[src/rtl/compare_arbiter.sv]
`default_nettype none
// ============================================================================
// Module      : compare_arbiter
// Description : Round-robin scheduler sharing one external equality
//               comparator among N requesters. A grant latches the winner's
//               operand pair, the comparator result is sampled one cycle
//               later and returned with a one-cycle one-hot ack.
//               Optional macro MISMATCH_CNT_EN adds a saturating 8-bit
//               mismatch counter output (mism_cnt).
// Revision    : 1.0  initial release
// ============================================================================
module compare_arbiter #(
  parameter int N = 4,
  parameter int W = 3
) (
  input  logic                   clk,
  input  logic                   reset,
  input  logic [N-1:0]           req,
  input  logic [N*W-1:0]         a_bus,
  input  logic [N*W-1:0]         b_bus,
  output logic [N-1:0]           ack,
  output logic                   eq,
  output logic                   busy,
  output logic [$clog2(N)-1:0]   gnt_id,
  output logic [W-1:0]           cmp_a,
  output logic [W-1:0]           cmp_b,
  input  logic                   cmp_eq
`ifdef MISMATCH_CNT_EN
  ,
  output logic [7:0]             mism_cnt
`endif
);

  localparam int PW = $clog2(N);

  typedef enum logic [1:0] {
    S_IDLE = 2'd0,
    S_CMP  = 2'd1,
    S_DONE = 2'd2
  } state_t;

  state_t         state_q, state_d;
  logic [PW-1:0]  ptr_q, ptr_d;
  logic [PW-1:0]  gnt_id_q, gnt_id_d;
  logic [W-1:0]   cmp_a_q, cmp_a_d;
  logic [W-1:0]   cmp_b_q, cmp_b_d;
  logic           eq_q, eq_d;
  logic           busy_q, busy_d;
  logic [N-1:0]   ack_q, ack_d;
`ifdef MISMATCH_CNT_EN
  logic [7:0]     mism_cnt_q, mism_cnt_d;
`endif

  logic           sel_found;
  logic [PW-1:0]  sel_idx;
  logic [W-1:0]   sel_a;
  logic [W-1:0]   sel_b;

  // Round-robin pick: first requester at or after ptr, wrapping modulo N.
  always_comb begin
    int            c;
    logic [PW-1:0] cand;
    sel_found = 1'b0;
    sel_idx   = '0;
    c         = 0;
    cand      = '0;
    for (int off = 0; off < N; off++) begin
      c = int'(ptr_q) + off;
      if (c >= N) c = c - N;
      cand = PW'(c);
      if (!sel_found && req[cand]) begin
        sel_found = 1'b1;
        sel_idx   = cand;
      end
    end
  end

  // Operand slice mux for the selected requester.
  always_comb begin
    sel_a = '0;
    sel_b = '0;
    for (int i = 0; i < N; i++) begin
      if (PW'(i) == sel_idx) begin
        sel_a = a_bus[i*W +: W];
        sel_b = b_bus[i*W +: W];
      end
    end
  end

  // Next-state and next-output logic for the IDLE -> CMP -> DONE sequence.
  always_comb begin
    state_d  = state_q;
    ptr_d    = ptr_q;
    gnt_id_d = gnt_id_q;
    cmp_a_d  = cmp_a_q;
    cmp_b_d  = cmp_b_q;
    eq_d     = eq_q;
    busy_d   = busy_q;
    ack_d    = '0;
`ifdef MISMATCH_CNT_EN
    mism_cnt_d = mism_cnt_q;
`endif
    case (state_q)
      S_IDLE: begin
        if (sel_found) begin
          gnt_id_d = sel_idx;
          cmp_a_d  = sel_a;
          cmp_b_d  = sel_b;
          busy_d   = 1'b1;
          state_d  = S_CMP;
        end
      end
      S_CMP: begin
        // Ack is registered so it is high for exactly the DONE cycle.
        eq_d    = cmp_eq;
        busy_d  = 1'b1;
        state_d = S_DONE;
        for (int i = 0; i < N; i++) begin
          ack_d[i] = (PW'(i) == gnt_id_q);
        end
      end
      S_DONE: begin
        // Winner moves to the back of the rotation.
        ptr_d   = (gnt_id_q == PW'(N-1)) ? '0 : gnt_id_q + PW'(1);
        busy_d  = 1'b0;
        state_d = S_IDLE;
`ifdef MISMATCH_CNT_EN
        if (!eq_q && (mism_cnt_q != 8'hFF)) mism_cnt_d = mism_cnt_q + 8'd1;
`endif
      end
      default: begin
        busy_d  = 1'b0;
        state_d = S_IDLE;
      end
    endcase
  end

  // State and registered outputs; reset drops any in-flight operation.
  always_ff @(posedge clk or posedge reset) begin
    if (reset) begin
      state_q  <= S_IDLE;
      ptr_q    <= '0;
      gnt_id_q <= '0;
      cmp_a_q  <= '0;
      cmp_b_q  <= '0;
      eq_q     <= 1'b0;
      busy_q   <= 1'b0;
      ack_q    <= '0;
`ifdef MISMATCH_CNT_EN
      mism_cnt_q <= 8'd0;
`endif
    end else begin
      state_q  <= state_d;
      ptr_q    <= ptr_d;
      gnt_id_q <= gnt_id_d;
      cmp_a_q  <= cmp_a_d;
      cmp_b_q  <= cmp_b_d;
      eq_q     <= eq_d;
      busy_q   <= busy_d;
      ack_q    <= ack_d;
`ifdef MISMATCH_CNT_EN
      mism_cnt_q <= mism_cnt_d;
`endif
    end
  end

  assign ack    = ack_q;
  assign eq     = eq_q;
  assign busy   = busy_q;
  assign gnt_id = gnt_id_q;
  assign cmp_a  = cmp_a_q;
  assign cmp_b  = cmp_b_q;
`ifdef MISMATCH_CNT_EN
  assign mism_cnt = mism_cnt_q;
`endif

endmodule
`default_nettype wire

[config.mk]
export PLATFORM = sky130hd
export DESIGN_NAME = compare_arbiter
export DESIGN_NICKNAME = d
export VERILOG_FILES = /design/src/rtl/compare_arbiter.sv
export SDC_FILE = /design/constraint.sdc
export NUM_CORES = 1
export LEC_CHECK = 0
export CAP_MARGIN = 20
export CORE_MARGIN = 3
export CORE_UTILIZATION = 42
export CTS_BUF_LIST = sky130_fd_sc_hd__clkbuf_2
export DETAILED_ROUTE_END_ITERATION = 12
export PLACE_DENSITY_LB_ADDON = 0.05
export SETUP_SLACK_MARGIN = 0.15
export SLEW_MARGIN = 20
export SYNTH_ARGS = -nofsm -noshare
export SYNTH_HDL_FRONTEND = slang
export SYNTH_SLANG_ARGS = --single-unit
[constraint.sdc]
create_clock -name clk -period 1.9 [get_ports clk]
set_input_delay 0.38 -clock clk [delete_from_list [all_inputs] [get_ports clk]]
set_output_delay 0.38 -clock clk [all_outputs]
set_load 0.03 [all_outputs]
==> impl_metrics.ini <==
[synthesis]
synth_top_area_cell = dfrtp_1
ys_top_cells_by_count = dfrtp_1, nor2_1, nor2b_1
avgSynthCellArea_um2 = 10.9
yosysMostFrequentCell = dfrtp_1
async_reset_ff_share_pct = 100
synth_edf_count = 0
syn_area_um2 = 996
synth-seq-cells = 18
ys_dominant_reg_cell = dfrtp_1
seq_area_frac_synth_pct = 45.2
yosysUniqueCellTypes = 28
synth.area.top_cells = dfrtp_1, mux2i_1, ha_1
synth_nets = 126
ys_warn_count = 0
synth_top_area_share_pct = 45.2
syn-instance-count = 91

[worst_setup_path]
crit_buf_inv = 1
arrival_ns = 1.86
required_ns = 2.09
critPathTopFamily = compound AO/OA/AOI/OAI gates
slowest_delay_ns = 0.45
r2r_cells = 6
rrSetupSlack_ns = 0.23
slowest_stage = dfrtp_1
start_kind = register
critPathKind = reg -> reg
cp-end-kind = register
r2r_end = cmp_b[1]
cp_cell_sequence = and2b_1, nor3_2, o22ai_2, buf_12, a221oi_1, a211oi_1
cp_max_fo = 13
rr_startpoint = ptr_q[0]

[cells_and_area]
final_nets = 184
antenna_cells = 0
multi_input_area_um2 = 522
regArea_um2 = 450
n_fill_cell = 178
drive_gt1_share_pct = 19.6
syn_to_final_growth_pct = 61.4

[clocking]
htreeDepth = 1
numCtsBuffers = 3
clkLatencyLatePin_ns = 0.30
clockBufferDepth = 2
post_cts_buffers = 0
cts_tree = yes
cts_num_sinks = 18
path_clk_slew_ns = 0.17
root_buffer = clkbuf_2

[place]
gp_congestion = 0.690
port_buffers = 44
hpwl_um = 2020

[run]
cap_violations = 0

[hold_path]
hold_path_class = in -> async

[power]
leakage_nw = 0.818
peakVddDrop_mv = 0.883
powerDensity_nw_per_um2 = 1340
total_power_w = 0.00216

[route]
wl_um = 2480
dr_total_vias = 906
vias_per_cell = 5.15
drt-initial-drc-count = 7
drt_pass1_iterations = 3
drc_errors = 0
postRouteAntennaNets = 0
wl_per_cell_um = 14.1

[outcome]
status = completed

[timing]
fmax_ghz = 0.599
min_period_over_period_pct = 87.9
slew_violations = 0
rsz0062_at_grt = true
layout_min_cycle_time_ns = 1.67
finalSetupViolCount = 0
holdWs_ns = 0.368
relSlewSlack_pct = 73.9
fin_skew_ns = 0.00489
final-hold-violation-count = 0
tightest_slew_ns = 0.390
fin_tns_setup_ns = 0

[global_route]
antenna_found_initial = 0
grt.overflow.total = 0
grt_max_degree = 19
grt_pass1_wl_um = 3710
grt_pass1_vias = 855
grt.total_usage_pct = 17.8

[floorplan]
rows = 17
die_w_um = 54.7
core_um2 = 2230
die_y_um = 54.7
start_util_pct = 44.6
io_pins = 45
dieArea_um2 = 2990
## tightest hold or removal path, cell delays in order
cell and delay, ns:
clkdlybuf4s50_1 0.39, inv_1 0.05, buf_4 0.24
## layout by cell type (no fill, tap or decap), types with 2 or more instances in the layout
| cell | n |
|---|---|
| clkbuf_2 | 3 |
| clkdlybuf4s50_1 | 26 |
| or2_2 | 2 |
| nor2b_1 | 8 |
| dfrtp_1 | 18 |
| dlymetal6s2s_1 | 10 |
| o21ai_0 | 3 |
| mux2_2 | 2 |
| a221oi_1 | 2 |
| a21oi_1 | 2 |
| nand2_1 | 2 |
| buf_4 | 10 |
| inv_1 | 6 |
| mux2i_1 | 6 |
| nor2_1 | 8 |
| a221oi_2 | 5 |
| and2_1 | 4 |
| a211oi_1 | 6 |
| dlygate4sd2_1 | 8 |
| ha_1 | 4 |
## power breakdown
part / switching [W] / internal, W
Sequential: 0.000122 / 0.000552
Clock: 0.000116 / 0.0000458
Combinational: 0.000732 / 0.000592
## timing repair
item / in CTS / in global routing
hold endpoints to repair: 0 / 0
setup endpoints to repair: 10 / 16
gates resized for setup: 11 / 11
pin swaps: 0 / 0
hold buffers: 0 / 0
## logic make-up after synthesis
kind of cell               after synthesis  synth area share, %
adders and majority gates                4                 5.03
AOI/OAI and AO/OA                       21                 17.7
buffers and inverters                    9                 4.77
DFF                                     18                 45.2
muxes                                    8                 8.29
and+or+nand+nor                         31                 19.0
## per-stage QoR
step                setup slack, ns  utilization (%)  cells  instance area, um^2
floorplan                     0.382                -     91                  996
global placement             -0.245             69.4    172                 1550
detailed placement           -0.373             69.4    172                 1550
CTS                           0.150             70.6    176                 1580
global route                  0.120             72.0    176                 1610
finish                        0.229             72.0    176                 1610
## final cells by class
class	instances	area share, %
clock buffer	3	0.934
tap	28	2.18
clock inverter	1	0.233
sequential	18	28.0
timing repair buffer	55	34.2
multi-input combinational	64	32.5
inverter	7	1.95
## flip-flops by register name (all words and copies together), names as in the netlist
register	count
eq	1
ptr_q	2
cmp_a	3
cmp_b	3
gnt_id	2
ack	4
state_q	2
busy	1
## per-layer routing
layer	wire, um	GRT usage [%]	vias up
li1	-	-	443
met1	1000	21.1	429
met2	1290	31.7	32
met3	158	1.63	2
met4	25	8.71	0
met5	0	0	-
## worst max-delay path by stage
stage                  start  endpoint  slack, ns  depth (start not counted)
finish              ptr_q[0]  cmp_b[1]       0.23                          6
global route        ptr_q[0]  cmp_b[1]       0.12                          6
CTS                     busy      busy       0.15                          1
detailed placement    req[2]  cmp_a[0]      -0.37                          6
global placement      req[2]  cmp_a[1]      -0.25                          8
floorplan             req[0]  cmp_b[2]       0.38                          6
Power figures use the tool's default switching activity.
